File: config.mk
export PLATFORM = sky130hd
export DESIGN_NAME = uart_txfifo_flat
export DESIGN_NICKNAME = d
export VERILOG_FILES = /design/src/rtl/uart_txfifo_pkg.sv /design/src/rtl/uart_txfifo_if.sv /design/src/rtl/uart_fifo_mem.sv /design/src/rtl/uart_txfifo.sv /design/src/flat_wrapper.sv
export SDC_FILE = /design/constraint.sdc
export NUM_CORES = 1
export LEC_CHECK = 0
export CORE_MARGIN = 2
export CORE_UTILIZATION = 40
export DETAILED_ROUTE_END_ITERATION = 10
export GPL_TIMING_DRIVEN = 0
export SLEW_MARGIN = 20
export SYNTH_ARGS = -nofsm -noshare
export SYNTH_HDL_FRONTEND = slang
export SYNTH_SLANG_ARGS = --single-unit
File: constraint.sdc
create_clock -name clk -period 5.7 [get_ports clk]
set_input_delay 1.14 -clock clk [delete_from_list [all_inputs] [get_ports clk]]
set_output_delay 1.14 -clock clk [all_outputs]
set_load 0.05 [all_outputs]
File: src/rtl/uart_txfifo_pkg.sv
// Shared constants and read-FSM encoding for the UART transmit FIFO.
package uart_txfifo_pkg;

  localparam int unsigned ByteWidth  = 8;
  localparam int unsigned GuardLimit = 3;

  typedef enum logic [2:0] {
    StIdle     = 3'd0,
    StFetch    = 3'd1,
    StLoad     = 3'd2,
    StWaitBusy = 3'd3,
    StWaitDone = 3'd4
  } rd_state_e;

endpackage

File: src/rtl/uart_txfifo_if.sv
// Bundle between the system/UART side (master) and the transmit FIFO (slave).
// The ovf signal exists only when UART_TXFIFO_OVF_EN is defined.
interface uart_txfifo_if #(
  parameter int unsigned DEPTHLOG2 = 4
);
  import uart_txfifo_pkg::*;

  logic                 wr;
  logic [ByteWidth-1:0] wdata;
  logic                 full;
  logic                 empty;
  logic [DEPTHLOG2:0]   level;
  logic                 load;
  logic [ByteWidth-1:0] d;
  logic                 txbusy;
`ifdef UART_TXFIFO_OVF_EN
  logic                 ovf;

  modport master (output wr, wdata, txbusy, input full, empty, level, load, d, ovf);
  modport slave  (input wr, wdata, txbusy, output full, empty, level, load, d, ovf);
`else
  modport master (output wr, wdata, txbusy, input full, empty, level, load, d);
  modport slave  (input wr, wdata, txbusy, output full, empty, level, load, d);
`endif

endinterface

File: src/rtl/uart_fifo_mem.sv
// Simple dual-port RAM, synchronous write and registered read. No reset on the
// array or read register so the tools can map it to SB_RAM40_4K for deep configs.
module uart_fifo_mem #(
  parameter int unsigned DEPTHLOG2 = 4,
  parameter int unsigned Width     = 8
) (
  input  logic                 clk,
  input  logic                 we,
  input  logic [DEPTHLOG2-1:0] waddr,
  input  logic [Width-1:0]     wdata,
  input  logic                 re,
  input  logic [DEPTHLOG2-1:0] raddr,
  output logic [Width-1:0]     rdata
);

  logic [Width-1:0] mem [1 << DEPTHLOG2];

  always_ff @(posedge clk) begin
    if (we) begin
      mem[waddr] <= wdata;
    end
  end

  always_ff @(posedge clk) begin
    if (re) begin
      rdata <= mem[raddr];
    end
  end

endmodule

File: src/rtl/uart_txfifo.sv
// Transmit byte FIFO feeding uart_m, paced on txbusy with a stuck-UART guard.
// Optional sticky overflow flag under UART_TXFIFO_OVF_EN.
module uart_txfifo
  import uart_txfifo_pkg::*;
#(
  parameter int unsigned DEPTHLOG2 = 4
) (
  input logic          clk,
  input logic          rst,
  uart_txfifo_if.slave bus
);

  localparam logic [DEPTHLOG2-1:0] PtrOne    = {{(DEPTHLOG2 - 1){1'b0}}, 1'b1};
  localparam logic [DEPTHLOG2:0]   LvlOne    = {{DEPTHLOG2{1'b0}}, 1'b1};
  localparam logic [DEPTHLOG2:0]   FullLevel = {1'b1, {DEPTHLOG2{1'b0}}};
  localparam logic [1:0]           GuardLast = 2'(GuardLimit - 1);

  logic [DEPTHLOG2-1:0] wptr_q, rptr_q;
  logic [DEPTHLOG2:0]   level_q;
  logic [ByteWidth-1:0] d_q, rdata;
  logic [1:0]           guard_q, guard_d;
  rd_state_e            state_q, state_d;
  logic                 full, empty, wr_ok, pop, load, capture;

  assign full  = (level_q == FullLevel);
  assign empty = (level_q == '0);
  assign wr_ok = bus.wr && !full;
  assign pop   = (state_q == StIdle) && !empty && !bus.txbusy;

  uart_fifo_mem #(
    .DEPTHLOG2 (DEPTHLOG2),
    .Width     (ByteWidth)
  ) u_mem (
    .clk   (clk),
    .we    (wr_ok),
    .waddr (wptr_q),
    .wdata (bus.wdata),
    .re    (pop),
    .raddr (rptr_q),
    .rdata (rdata)
  );

  always_ff @(posedge clk or posedge rst) begin
    if (rst) begin
      wptr_q  <= '0;
      rptr_q  <= '0;
      level_q <= '0;
    end else begin
      if (wr_ok) wptr_q <= wptr_q + PtrOne;
      if (pop)   rptr_q <= rptr_q + PtrOne;
      if (wr_ok && !pop) begin
        level_q <= level_q + LvlOne;
      end else if (pop && !wr_ok) begin
        level_q <= level_q - LvlOne;
      end
    end
  end

  always_ff @(posedge clk or posedge rst) begin
    if (rst) begin
      state_q <= StIdle;
      guard_q <= '0;
      d_q     <= '0;
    end else begin
      state_q <= state_d;
      guard_q <= guard_d;
      if (capture) d_q <= rdata;
    end
  end

  always_comb begin
    state_d = state_q;
    guard_d = guard_q;
    load    = 1'b0;
    capture = 1'b0;
    unique case (state_q)
      StIdle: begin
        if (pop) state_d = StFetch;
      end
      StFetch: begin
        capture = 1'b1;
        state_d = StLoad;
      end
      StLoad: begin
        load    = 1'b1;
        guard_d = '0;
        state_d = StWaitBusy;
      end
      StWaitBusy: begin
        if (bus.txbusy) begin
          state_d = StWaitDone;
        end else begin
          guard_d = guard_q + 2'd1;
          // Give up on a UART that never raises txbusy.
          if (guard_q == GuardLast) state_d = StIdle;
        end
      end
      StWaitDone: begin
        if (!bus.txbusy) state_d = StIdle;
      end
      default: state_d = StIdle;
    endcase
  end

`ifdef UART_TXFIFO_OVF_EN
  logic ovf_q;

  always_ff @(posedge clk or posedge rst) begin
    if (rst) begin
      ovf_q <= 1'b0;
    end else if (bus.wr && full) begin
      ovf_q <= 1'b1;
    end
  end

  assign bus.ovf = ovf_q;
`endif

  assign bus.full  = full;
  assign bus.empty = empty;
  assign bus.level = level_q;
  assign bus.load  = load;
  assign bus.d     = d_q;

endmodule
File: src/flat_wrapper.sv
// flat-port wrapper written by rule: the top's interface ports become plain ports
module uart_txfifo_flat import uart_txfifo_pkg::*;
#(
  parameter int unsigned DEPTHLOG2 = 4
)
  (clk, rst, bus_wr, bus_wdata, bus_txbusy, bus_full, bus_empty, bus_level, bus_load, bus_d);
  uart_txfifo_if #(.DEPTHLOG2(DEPTHLOG2)) bus_i ();
  input logic clk;
  input logic rst;
  input wire logic [$bits(bus_i.wr)-1:0] bus_wr;
  input wire logic [$bits(bus_i.wdata)-1:0] bus_wdata;
  input wire logic [$bits(bus_i.txbusy)-1:0] bus_txbusy;
  output wire logic [$bits(bus_i.full)-1:0] bus_full;
  output wire logic [$bits(bus_i.empty)-1:0] bus_empty;
  output wire logic [$bits(bus_i.level)-1:0] bus_level;
  output wire logic [$bits(bus_i.load)-1:0] bus_load;
  output wire logic [$bits(bus_i.d)-1:0] bus_d;
  assign bus_i.wr = bus_wr;
  assign bus_i.wdata = bus_wdata;
  assign bus_i.txbusy = bus_txbusy;
  assign bus_full = bus_i.full;
  assign bus_empty = bus_i.empty;
  assign bus_level = bus_i.level;
  assign bus_load = bus_i.load;
  assign bus_d = bus_i.d;
  uart_txfifo #(.DEPTHLOG2(DEPTHLOG2)) u_core (.clk(clk), .rst(rst), .bus(bus_i));
endmodule
[After elaboration in Yosys (flattened, before gate mapping)]
Memories as Yosys holds them, arrays and structs flattened. A register that Yosys moved wholly into a read port is not among the register bits.
Cells that the tools add are included.
Operators by class
  add/subtract/negate cells: 5
  multiply operators: 0
  div/mod/pow operators: 0
  magnitude comparators: 0
  equal/unequal tests: 10
  shift-type cells: 0
  muxes and demuxes: 13
  bitwise gates (word level): 0
  reduce and logical (&&, ||, !) cells: 16
Operators by type and width (count)
  $pmux 3 s5: 1
  $mux 3: 4
  $mux 5: 2
  $add 4x1->4 const B: 2
  $eq 3x2->1 const B: 2
  $add 5x1->5 const B: 1
  $eq 5x5->1 const B: 1
  $logic_and 1x1->1: 5
  $logic_not 1->1: 5
  $logic_not 5->1: 1
  $sub 5x1->5 const B: 1
  $mux 1: 4
  $ne 2x2->1 const B: 2
  $pmux 2 s2: 1
  $reduce_bool 2->1: 2
  $eq 3x1->1 const B: 1
  $eq 3x3->1 const B: 1
  $logic_not 3->1: 1
  $ne 3x2->1 const B: 1
  $reduce_and 3->1: 1
  $add 2x1->2 const B: 1
  $eq 2x2->1 const B: 1
  $mux 2: 1
  $ne 2x1->1 const B: 1
  $reduce_and 2->1: 1
Word-level totals
  flip-flop bits (word level): 26
  latch bits: 0
  bits in writable memories: 128
  memory bits (read-only): 0
  output and inout bits: 16
  word-level logic and storage cells: 51
  memories: 1
Memories
  u_core.u_mem.mem: words 16, width 8, rd ports 1, clocked after Yosys merged registers in 1, write ports 1, RTL line uart_fifo_mem.sv:16  | logic [Width-1:0] mem [1 << DEPTHLOG2];

[Depth between registers and ports, before layout]
  depth after elaboration: 7
  depth in mapped cells: 10
  mapped depth without buffers: 10

[Modules after synthesis]
From an unflattened synthesis, not the netlist that was laid out.
Unflattened totals
  cell total of the unflattened synthesis: 338
  area, all modules: 6521.3 um2
By module, submodules not included
  uart_fifo_mem: times used 1, cells each 229, area an instance 5227.5 um2
  uart_txfifo: times used 1, cells each 109, area an instance 1293.7 um2

[Worst setup path before layout]
No wires, ideal clock.
  kind: input -> register
  start: in bus_txbusy
  end: reg u_core.level_q[4], in the netlist u_core.bus.level[4]
  library setup time: 0.126 ns
  arrival: 3.483 ns
  required time: 5.574 ns
  setup slack: 2.091 ns
  cell stages on the path: 10
  buffers on the path: 1
  cells stage by stage: clkbuf_1 -> or4_1 -> or2_4 -> ha_1 -> inv_1 -> ha_1 -> a21o_1 -> a2111oi_0 -> a31oi_1 -> a221o_1
Between the ends
  cells in the longest elaborated chain, start to end: 5
Ends and longest elaborated chain
  start, declared: RTL line flat_wrapper.sv:12  | input wire logic [$bits(bus_i.txbusy)-1:0] bus_txbusy;
  $logic_not 1->1 *: RTL line uart_txfifo.sv:28  | assign pop = (state_q == StIdle) && !empty && !bus.txbusy;
  $logic_and 1x1->1 *: RTL line uart_txfifo.sv:28
  $logic_not 1->1: RTL line uart_txfifo.sv:51  | if (wr_ok && !pop) begin
  $logic_and 1x1->1: RTL line uart_txfifo.sv:51
  $mux 5 or $reduce_bool 2->1 (tied branches)
  end signal, assigned: RTL line uart_txfifo.sv:52  | level_q <= level_q + LvlOne;
  end signal, assigned: RTL line uart_txfifo.sv:54  | level_q <= level_q - LvlOne;
  end, declared: RTL line uart_txfifo.sv:19  | logic [DEPTHLOG2:0] level_q;
Every way passes the cells marked *; elsewhere a longest branch is shown, timed or not.
A chain may end at the register's enable or synchronous reset.

[Worst setup path after layout]
  start: in bus_wr
  end: reg u_core.level_q[4], in the netlist u_core.bus.level[4]
Between the ends
  cells in the longest elaborated chain, start to end: 4
Ends and longest elaborated chain
  start, declared: RTL line flat_wrapper.sv:10  | input wire logic [$bits(bus_i.wr)-1:0] bus_wr;
  $logic_and 1x1->1 *: RTL line uart_txfifo.sv:27  | assign wr_ok = bus.wr && !full;
  net u_core.u_mem.we: RTL line uart_fifo_mem.sv:8  | input logic we,
  $logic_not 1->1: RTL line uart_txfifo.sv:53  | end else if (pop && !wr_ok) begin
  $logic_and 1x1->1: RTL line uart_txfifo.sv:53
  $reduce_bool 2->1 (no line)
Mark *: on every way through the listed nets, which the timed path passes. The rest lies on a longest branch.

==> flow_metrics.py <==
metrics = {
    "outcome": {
        "status": "completed",
    },
    "clocking": {
        "h_tree_levels": 4,
        "postCtsSetupBuffers": 0,
        "cts-root-to-sink-buffers": 2,
        "clkLatencyLatePin_ps": 420,
        "clock-sinks": 162,
        "postCtsHoldBufs": 0,
        "clock_tree_from_tritoncts": "yes",
        "cts.root.buffer_cell": "clkbuf_16",
        "clk_pin_slew_worst_paths_ps": 60,
        "cts-resized-gates": 0,
        "tritoncts.num_buffers": 17,
    },
    "critical_path": {
        "timing.critical_path.to_type": "flip-flop",
        "biggest_cell_delay_along_the_critical_path_ps": 450,
        "timing.critical_path.cells": "clkdlybuf4s50_1 > a21boi_2 > ha_1 > inv_1 > fa_1 > a21o_1 > a2111oi_0 > a31oi_1 > a221o_1",
        "worst-path-max-fanout": 9,
        "cp_data_arrival_time_ps": 3870,
        "path_class": "in -> reg",
        "cpMaxStageDelayCell": "clkdlybuf4s50_1",
        "worst_setup_path_start_kind": "primary input",
        "reg2regPathDepth": 10,
        "cp_data_required_time_ps": 6000,
    },
    "route": {
        "drt.antenna.violating_nets": 0,
        "initialDrtViolationCount": 215,
        "wl_per_cell_um": 19.49,
        "drc": 0,
        "first_pass_iters": 7,
        "via_count": 3202,
        "vias_per_cell": 5.181,
        "total_wire_length_um": 12050,
    },
    "placed_design": {
        "place_hpwl_um": 7862,
        "placed_cells_incl_taps": 586,
        "placement.io_buffers": 26,
        "preCtsSetupSlack_ps": 1743,
        "place.gp.congestion": 0.7541,
    },
    "logic_synthesis": {
        "top_count_cell_post_synth": "edfxtp_1",
        "synth_top_cells_by_area": "edfxtp_1 (63%), mux4_2 (11%), dfrtp_1 (10%)",
        "yosysTopAreaCellShare_pct": 63.11,
        "ys_dominant_reg_cell": "edfxtp_1",
        "postSynth.asyncResetShare_pct": 16.05,
        "post_synth_instance_area_mm2": 0.006471,
        "sequential_area_share_after_synthesis_pct": 73.16,
        "synth_fp_nets": 367,
        "yosys_warnings": 0,
        "synth-seq-cells": 162,
        "post_synth.cell_area_avg_um2": 18.81,
        "synthDistinctLibCells": 44,
        "netlist_instances": 344,
        "yosys-top-cells-count": "edfxtp_1 (136), mux4_2 (32), dfrtp_1 (26), nand2_1 (19), nor2_1 (18)",
        "synth_edf_count": 136,
        "synth_top_area_cell": "edfxtp_1",
    },
    "timing": {
        "finClkSkew_ps": 9.293,
        "rsz0062_at_grt": "false",
        "post-route-period-util_pct": 62.59,
        "setup_violations": 0,
        "timing.final.hold_violations": 0,
        "worst_slack_ps": 2133,
        "maxClockFrequency_mhz": 280.3,
        "hold-worst-slack_ps": 474.0,
        "final_max_slew_viol_count": 0,
        "slew_worst_pin_ps": 825.6,
        "fin_crit_ps": 3567,
        "setup_tns_ps": 0,
        "slew-limit-headroom_pct": 44.76,
    },
    "power_and_ir_drop": {
        "combinationalPowerShare_pct": 33.7,
        "switching_share_pct": 33.02,
        "power.share.clock_pct": 26.9,
        "cellInternalPower_mw": 2.736,
        "power.leakage_nw": 2.548,
        "ir_drop_v": 0.0002424,
        "power.switching_mw": 1.349,
        "power-per-cell-area_mw_per_mm2": 537.4,
        "sequentialPowerShare_pct": 39.4,
        "total_power_mw": 4.085,
    },
    "global_route": {
        "global_route.overflow_total": 0,
        "groute.usage.overall_pct": 14.98,
        "grt_antenna_before_repair": 0,
        "via_count_of_the_first_global_routing_pass": 3291,
        "grt_max_degree": 27,
        "grt_first_pass_wirelength_um": 19020,
    },
    "die": {
        "pin_count": 28,
        "core_area_mm2": 0.01583,
        "die_height_um": 131.2,
        "die_x_um": 131.2,
        "placement_rows": 46,
        "floorplan.die_area_mm2": 0.01721,
        "starting_density_of_the_core_pct": 40.89,
    },
    "cells_and_area": {
        "areaGrowthSynthToFinish_pct": 17.46,
        "antennaDiodeCount": 0,
        "fillerInstances": 1303,
        "final_layout_size_suffix_gt1_share_pct": 21.89,
        "finish.net_count": 412,
        "filler_free_cell_count_of_the_finished_design": 618,
    },
    "min_path": {
        "min_path_type": "reg -> reg",
        "min_delay_path_depth": 1,
    },
    "job": {
        "timing.max_cap.violations": 0,
    },
}
[layout by cell type (no fill, tap or decap), types with 2 or more instances in the layout]
| master | n |
|---|---|
| ha_1 | 10 |
| inv_1 | 6 |
| and2_1 | 3 |
| nor2_1 | 18 |
| nand2b_1 | 3 |
| mux2_2 | 9 |
| mux4_2 | 32 |
| edfxtp_1 | 136 |
| a21oi_1 | 5 |
| nand2_1 | 19 |
| buf_1 | 6 |
| buf_2 | 4 |
| nor2b_1 | 2 |
| clkbuf_1 | 7 |
| o21ai_0 | 5 |
| o31ai_1 | 2 |
| clkbuf_16 | 17 |
| a21o_1 | 2 |
| dfrtp_1 | 26 |
| xnor2_1 | 6 |
| clkbuf_8 | 5 |
| clkinvlp_4 | 4 |
| xor2_1 | 2 |
| clkdlybuf4s50_1 | 26 |
| a22oi_1 | 16 |
| nor3_2 | 5 |
[area by class of cell]
type	count	area (um^2)	area share, %
Buffer	16	76.32	1.004
Inverter	8	32.53	0.4280
Timing Repair Buffer	26	260.3	3.424
Multi-Input combinational cell	158	1648	21.68
Sequential cell	162	4735	62.29
Clock inverter	7	73.82	0.9712
Clock buffer	25	505.5	6.650
Tap cell	216	270.3	3.556
[metrics by stage]
step | utilization, % | cell area, um^2
after CTS | 48.02 | 7601
final | 48.02 | 7601
after global placement | 44.24 | 7002
after global routing | 48.02 | 7601
after floorplan | - | 6471
after detailed placement | 44.36 | 7022
[final timing paths]
check	from	to	slack [ps]
max	bus_wr	u_core.bus.level[4]	2130
min	u_core.u_mem.rdata[7]	u_core.bus.d[7]	470
max reg2reg	u_core.bus.level[0]	u_core.bus.level[4]	2550
min reg2reg	u_core.u_mem.rdata[7]	u_core.bus.d[7]	470
max in group asynchronous	rst	u_core.wptr_q[3]	4230
min in group asynchronous	rst	u_core.bus.d[5]	1100
[sequential cells by signal, indices dropped and copies added, names as in the netlist]
register and cells:
u_core.u_mem.mem 128, u_core.bus.d 8, u_core.u_mem.rdata 8, u_core.bus.level 5
u_core.rptr_q 4, u_core.wptr_q 4, u_core.state_q 3, u_core.guard_q 2
[logic make-up (layout without fill, tap and decap cells)]
family | count (synthesis) | in the layout | synth area share [%]
compound gates | 38 | 38 | 4.157
xor+xnor | 9 | 9 | 1.334
fa+ha+maj | 11 | 11 | 2.243
buf+inv | 24 | 82 | 1.682
flops | 162 | 162 | 73.16
mux | 42 | 42 | 12.88
simple gates | 58 | 58 | 4.544
[critical path, delay by kind of cell]
kind | cells | cell delay (ps)
AO/OA/AOI/OAI | 5 | 1430
adder cells (fa/ha/maj) | 2 | 700
buffers and inverters | 2 | 580
[power groups by stage]
stage / Combinational, mW / Sequential (mW) / Clock [mW]
finish: 1.38 / 1.61 / 1.10
global route: 1.49 / 1.64 / 1.17
CTS: 1.40 / 1.61 / 1.12
detailed placement: 1.39 / 1.63 / 0
global placement: 1.36 / 1.62 / 0
floorplan: 0.837 / 1.78 / 0
[layer usage]
metal	vias up	global-route usage [%]	wire, um
met5	-	0	0
met2	74	23.36	5945
li1	1451	-	-
met1	1666	20.79	5355
met4	0	5.435	139
met3	11	3.434	606
Power figures use the tool's default switching activity.
